===== src/rtl/mult_share_arbiter.sv =====
// mult_share_arbiter: round-robin sharing of one external combinational
// W x W multiplier between two requesters. The winning operands are
// registered onto mul_a/mul_b, the product is captured after MUL_LAT settle
// cycles, and it is returned with the owner id on a valid/ready response port.
module mult_share_arbiter #(
    parameter int W       = 3,
    parameter int MUL_LAT = 1
) (
    input  logic           clk,
    input  logic           rst,
    input  logic           req0_valid,
    input  logic [W-1:0]   req0_a,
    input  logic [W-1:0]   req0_b,
    output logic           req0_ready,
    input  logic           req1_valid,
    input  logic [W-1:0]   req1_a,
    input  logic [W-1:0]   req1_b,
    output logic           req1_ready,
    output logic [W-1:0]   mul_a,
    output logic [W-1:0]   mul_b,
    input  logic [2*W-1:0] mul_p,
    output logic           rsp_valid,
    output logic           rsp_id,
    output logic [2*W-1:0] rsp_p,
    input  logic           rsp_ready
);

    typedef enum logic [1:0] {
        IDLE = 2'd0,
        WAIT = 2'd1,
        RESP = 2'd2
    } state_t;

    // Counter preload: a value of 0 captures mul_p on the first WAIT edge.
    localparam logic [3:0] CNT_INIT = 4'(MUL_LAT - 1);

    state_t     state;
    state_t     state_nxt;
    logic [3:0] cnt;
    logic       last_grant;
    logic       grant;
    logic       any_valid;
    logic       xfer;

    // Round-robin grant and the ready strobes; only meaningful in IDLE.
    // NOTE: every signal written in an always_comb gets a default first so no path leaves it unassigned (which would infer a latch).
    always_comb begin
        grant     = 1'b0;
        any_valid = req0_valid | req1_valid;
        if (req0_valid && req1_valid) begin
            grant = ~last_grant;
        end else if (req1_valid) begin
            grant = 1'b1;
        end
        req0_ready = (state == IDLE) && any_valid && !grant;
        req1_ready = (state == IDLE) && any_valid &&  grant;
        xfer       = req0_ready | req1_ready;
    end

    // Next-state logic for the IDLE -> WAIT -> RESP -> IDLE cycle.
    always_comb begin
        state_nxt = state;
        case (state)
            IDLE:    if (xfer)       state_nxt = WAIT;
            WAIT:    if (cnt == 4'd0) state_nxt = RESP;
            RESP:    if (rsp_ready)  state_nxt = IDLE;
            default:                 state_nxt = IDLE;
        endcase
    end

    // State register.
    // NOTE: sequential state uses non-blocking assignments so every flop samples pre-edge values, independent of statement order.
    always_ff @(posedge clk or posedge rst) begin
        if (rst) state <= IDLE;
        else     state <= state_nxt;
    end

    // Datapath: operand launch, settle countdown, product capture, response handshake.
    always_ff @(posedge clk or posedge rst) begin
        if (rst) begin
            mul_a      <= '0;
            mul_b      <= '0;
            rsp_p      <= '0;
            rsp_valid  <= 1'b0;
            rsp_id     <= 1'b0;
            last_grant <= 1'b1;
            cnt        <= 4'd0;
        end else begin
            case (state)
                IDLE: begin
                    if (xfer) begin
                        mul_a      <= grant ? req1_a : req0_a;
                        mul_b      <= grant ? req1_b : req0_b;
                        rsp_id     <= grant;
                        last_grant <= grant;
                        cnt        <= CNT_INIT;
                    end
                end
                WAIT: begin
                    if (cnt != 4'd0) begin
                        cnt <= cnt - 4'd1;
                    end else begin
                        rsp_p     <= mul_p;
                        rsp_valid <= 1'b1;
                    end
                end
                RESP: begin
                    if (rsp_ready) rsp_valid <= 1'b0;
                end
                default: begin
                    rsp_valid <= 1'b0;
                end
            endcase
        end
    end

endmodule

===== config.mk =====
export PLATFORM = sky130hd
export DESIGN_NAME = mult_share_arbiter
export DESIGN_NICKNAME = d
export VERILOG_FILES = /design/src/rtl/mult_share_arbiter.sv
export SDC_FILE = /design/constraint.sdc
export NUM_CORES = 1
export LEC_CHECK = 0
export ABC_AREA = 1
export CAP_MARGIN = 20
export CORE_AREA = 2 2 68 70
export DETAILED_ROUTE_END_ITERATION = 10
export DIE_AREA = 0 0 70 72
export GPL_TIMING_DRIVEN = 0
export MAX_ROUTING_LAYER = met4
export PLACE_DENSITY_LB_ADDON = 0.2
export SLEW_MARGIN = 20
export SYNTH_ARGS = -nofsm -noshare
export SYNTH_HDL_FRONTEND = slang
export SYNTH_SLANG_ARGS = --single-unit

===== constraint.sdc =====
create_clock -name clk -period 1.45 [get_ports clk]
set_clock_uncertainty 0.1 [all_clocks]
set_input_delay 0.145 -clock clk [delete_from_list [all_inputs] [get_ports clk]]
set_output_delay 0.145 -clock clk [all_outputs]
set_load 0.05 [all_outputs]

; ---- After elaboration in Yosys (flattened, before gate mapping)
; Index checks and enable logic that the tools add are counted.
; W data, S select, Z words.
[classes]
add_sub_neg = 1
eq_ne = 7
mux = 14
bitwise_logic = 5
n_reduce_logical = 14
[ops]
columns = cell, n
row1 = $ne A2 B2 Y1 const B, 5
row2 = $reduce_and A3 Y1, 3
row3 = $mux W4, 2
row4 = $pmux W4 S2, 1
row5 = $mux W2, 3
row6 = $mux W3, 2
row7 = $pmux W2 S3, 1
row8 = $logic_and A1 B1 Y1, 4
row9 = $logic_not A4 Y1, 1
row10 = $mux W1, 4
row11 = $reduce_and A2 Y1, 2
row12 = $reduce_bool A4 Y1, 1
row13 = $sub A4 B1 Y4 const B, 1
row14 = $not A1 Y1, 3
row15 = $pmux W1 S3, 1
row16 = $eq A2 B1 Y1 const B, 1
row17 = $eq A2 B2 Y1 const B, 1
row18 = $logic_not A2 Y1, 1
row19 = $or A1 B1 Y1, 2
row20 = $reduce_bool A2 Y1, 1
row21 = $logic_not A1 Y1, 1
[word_totals]
regBits = 21
out_inout_bits = 16
elab_cells = 49

; ---- Logic depth before layout (Yosys ltp)
[depth]
word_depth = 7
mapped_depth = 7
ltp_nobuf = 7

; ---- Worst setup path after synthesis
; Ideal clock, no wire load.
[synth_path]
path_type = reg2reg
from = reg last_grant
to = reg mul_a[0]
arrival_time_ns = 1.221
required_time_ns = 1.281
setup_slack_ns = 0.060
stages_incl_launch_ff = 7
n_path_buf = 0
path_cell_list = dfstp_2 nand2_1 nand2_1 inv_2 nor2_4 nand2_1 nand3_1
[synth_via]
elab_chain_cells = 6
word_cells_on_any_way = 8
[synth_rtl]
columns = element, line
row1 = start: declaration, 40  ; logic last_grant;
row2 = start signal: assignment, 95  ; last_grant <= grant;
row3 = $not A1 Y1, 51  ; grant = ~last_grant;
row4 = $mux W1, 50  ; if (req0_valid && req1_valid) begin
row5 = $logic_not A1 Y1, 55  ; req0_ready = (state == IDLE) && any_valid && !grant;
row6 = $logic_and A1 B1 Y1, 55
row7 = via req0_ready, 14  ; output logic req0_ready,
row8 = $or A1 B1 Y1, 57  ; xfer = req0_ready | req1_ready;
row9 = $reduce_and A2 Y1 (no line), --
row10 = end signal: assignment, 92  ; mul_a <= grant ? req1_a : req0_a;
row11 = end: declaration, 19  ; output logic [W-1:0] mul_a,
; The timed path passes the listed nets, and every way through them passes these cells.
; A chain may end at the register's enable or synchronous reset.

; ---- Worst setup path after layout
[layout_path]
from = reg last_grant
to = out req0_ready
[layout_via]
elab_chain_cells = 4
[layout_rtl]
columns = element, line
row1 = $not A1 Y1, 51
row2 = $mux W1, 50
row3 = $logic_not A1 Y1, 55
row4 = $logic_and A1 B1 Y1, 55
row5 = end: declaration, 14
; No other way between the ends.

==> results.py <==
metrics = {
    "finish": {
        "final_area_sq_um": 1600,
        "area_growth_pct": 55.0,
        "final_cell_mix": "nand2_1, clkdlybuf4s50_1, dfrtp_1",
        "fin_nets": 189,
        "mostFrequentLayoutCell": "nand2_1",
        "drive_above_1_share": 0.252,
        "diodes": 0,
    },
    "drt": {
        "drc": 0,
        "drt-pass1-iter-count": 4,
        "wire_per_inst_um": 10.7,
        "drt-initial-drc-count": 27,
        "final_antenna_net_count": 0,
        "finalWirelength_mm": 2.30,
        "viasPerCell": 4.15,
        "vias": 892,
    },
    "sta": {
        "fin_ws_ps": -77.3,
        "setup_viol": 1,
        "rsz0062_at_grt": "true",
        "slew-limit-headroom": 0.486,
        "fin_crit_ps": 1530,
        "hold-worst-slack_ps": 223,
        "fmax_ghz": 0.655,
        "tightest_slew_ps": 770,
        "hold_viol_final": 0,
        "fin_crit_sh": 1.05,
        "drv_slew": 0,
    },
    "clocking": {
        "clk_latency_ps": 260,
        "h-tree-depth": 1,
        "cts-root-buf": "clkbuf_8",
        "clk_pin_slew_worst_paths_ps": 70,
        "cts_sinks": 21,
        "cts_max_path_buffers": 2,
        "cts_buffers": 3,
        "cts_tree": "yes",
    },
    "yosys": {
        "async_flop_share": 1.00,
        "syn_area_sq_um": 1030,
        "synth_seq_area_share": 0.512,
        "synth_seq_cells": 21,
        "synth_edf_count": 0,
        "synth_nets": 138,
        "syn_inst": 113,
        "ys_warn_count": 0,
        "synth_top_flop_cell": "dfrtp_1",
        "avgSynthCellArea_sq_um": 9.11,
        "synth_cell_type_count": 19,
    },
    "die": {
        "io_pins": 39,
        "coreArea_sq_um": 4260,
        "start_util": 0.241,
        "die_w_um": 70,
        "rows": 24,
        "dieArea_sq_um": 5040,
        "die_h_um": 72,
    },
    "power": {
        "p_sw_uw": 1880,
        "p_leak_uw": 0.000785,
        "max-vdd-ir-drop_mv": 0.814,
        "seqPwrFrac": 0.276,
        "power_frac_comb": 0.625,
        "sw_frac_of_total": 0.499,
        "p_per_area_nw_per_um2": 2360,
        "p_int_uw": 1890,
        "clkPwrFrac": 0.099,
    },
    "critical_path": {
        "crit_fanout": 3,
        "r2r_cells": 6,
        "worstPathArrival_ps": 1280,
        "crit_required_ps": 1210,
        "crit_path_start_kind": "flop",
        "path_class": "flop to output port",
        "endpoint_kind": "output port",
    },
    "outcome": {
        "status": "complete, but fails checks",
        "violations": "negative setup slack",
    },
    "global_routing": {
        "gr-total-overflow": 0,
        "grt_pass1_wl_mm": 3.95,
        "grtUsageTotal": 0.102,
        "grt_pass1_vias": 908,
        "grt_max_degree": 22,
        "antenna_found_initial": 0,
    },
    "placement": {
        "placed_cell_area_sq_um": 1480,
        "dp_hpwl_mm": 1.70,
        "gp_congestion": 0.679,
        "portBuffers": 38,
    },
    "min_path": {
        "hold_path_class": "input port to async pin",
    },
    "job": {
        "cap_viol_max_count": 0,
    },
}
-- cell usage after synthesis (2+ instances only) --
cell      count  area, sq um
inv_2         4         15.0
nand2_2       3         18.8
o21ai_2       6         52.6
nand3_1      13         65.1
nor2_1        4         15.0
dfrtp_1      20          500
ha_1          2         25.0
nand3b_1      2         15.0
nand2_1      36          135
buf_6         2         22.5
inv_1        11         41.3
nor2_4        3         33.8
-- sequential cells by signal, summed over array words and instances, names as in the netlist --
signal      count
last_grant      1
rsp_p           6
rsp_valid       1
cnt             4
rsp_id          1
mul_a           3
mul_b           3
state           2
-- metrics by stage --
stage | cells | utilization | worst slack (ps) | power, uW | setup TNS [ps]
4_1_cts | 211 | 0.363 | -162 | 3710 | -162
2_1_floorplan | 113 | - | 60.4 | 2660 | 0
3_3_place_gp | 203 | 0.346 | -741 | 3310 | -1400
3_5_place_dp | 203 | 0.346 | -739 | 3340 | -1420
6_report | 215 | 0.374 | -77.3 | 3760 | -77.3
5_1_grt | 215 | 0.374 | -131 | 4060 | -264
-- power groups by stage --
stage / registers (uW) / logic (uW) / clock network (uW)
2_1_floorplan: 1700 / 961 / 0
4_1_cts: 1030 / 2270 / 404
6_report: 1040 / 2350 / 373
3_5_place_dp: 1050 / 2290 / 0
3_3_place_gp: 1040 / 2270 / 0
5_1_grt: 1080 / 2570 / 418
-- final cells by class --
class,instances,area [sq um]
inverters,15,56.3
multi-input cells,75,452
clock buffers,4,45.0
flip-flops and latches,21,528
repair buffers,46,428
plain buffers,2,22.5
well taps,52,65.1
fillers,440,2670
-- worst max-delay path, cell delays in order, from the launching register on --
cell	delay, ps
dfstp_2	540
nand2_2	60
nand2_4	80
inv_2	50
nor2_4	120
buf_6	170
-- path summary, 6_finish.rpt --
check	start	to	slack, ps
min in group clk	mul_p[0]	rsp_p[0]	330
max in group asynchronous	rst	state[1]	500
worst max register to register	state[1]	rsp_p[1]	50
worst max-delay path	last_grant	req0_ready	-80
worst min register to register	rsp_id	rsp_id	380
worst min-delay path	rst	mul_b[0]	220
-- metal layers --
metal / global-route usage / vias to the layer above / wire length [um]
met3: 0.0250 / 2 / 58
met1: 0.111 / 416 / 975
li1: - / 456 / -
met2: 0.177 / 18 / 1230
met4: 0.0513 / 0 / 27
met5: - / - / 0
-- timing repair --
action | in CTS | in global routing
endpoints found under the hold margin | 0 | 0
hold buffers | 0 | 0
cloned | 0 | 0
buffers inserted | 4 | 4
gates resized for setup | 32 | 7
pin swaps | 3 | 4
endpoints found under the setup margin | 18 | 12
-- kinds of logic (layout without fill, tap and decap cells) --
group                    after synthesis  count (layout)  synth area share
flip-flops                            21              21             0.512
XOR/XNOR                               1               1           0.00851
AO/OA/AOI/OAI                          8               8            0.0717
adder cells (fa/ha/maj)                2               2            0.0243
AND/OR/NAND/NOR                       64              64             0.307
buffers and inverters                 17              67            0.0765
Note: power is estimated with default switching activity, not from simulation.
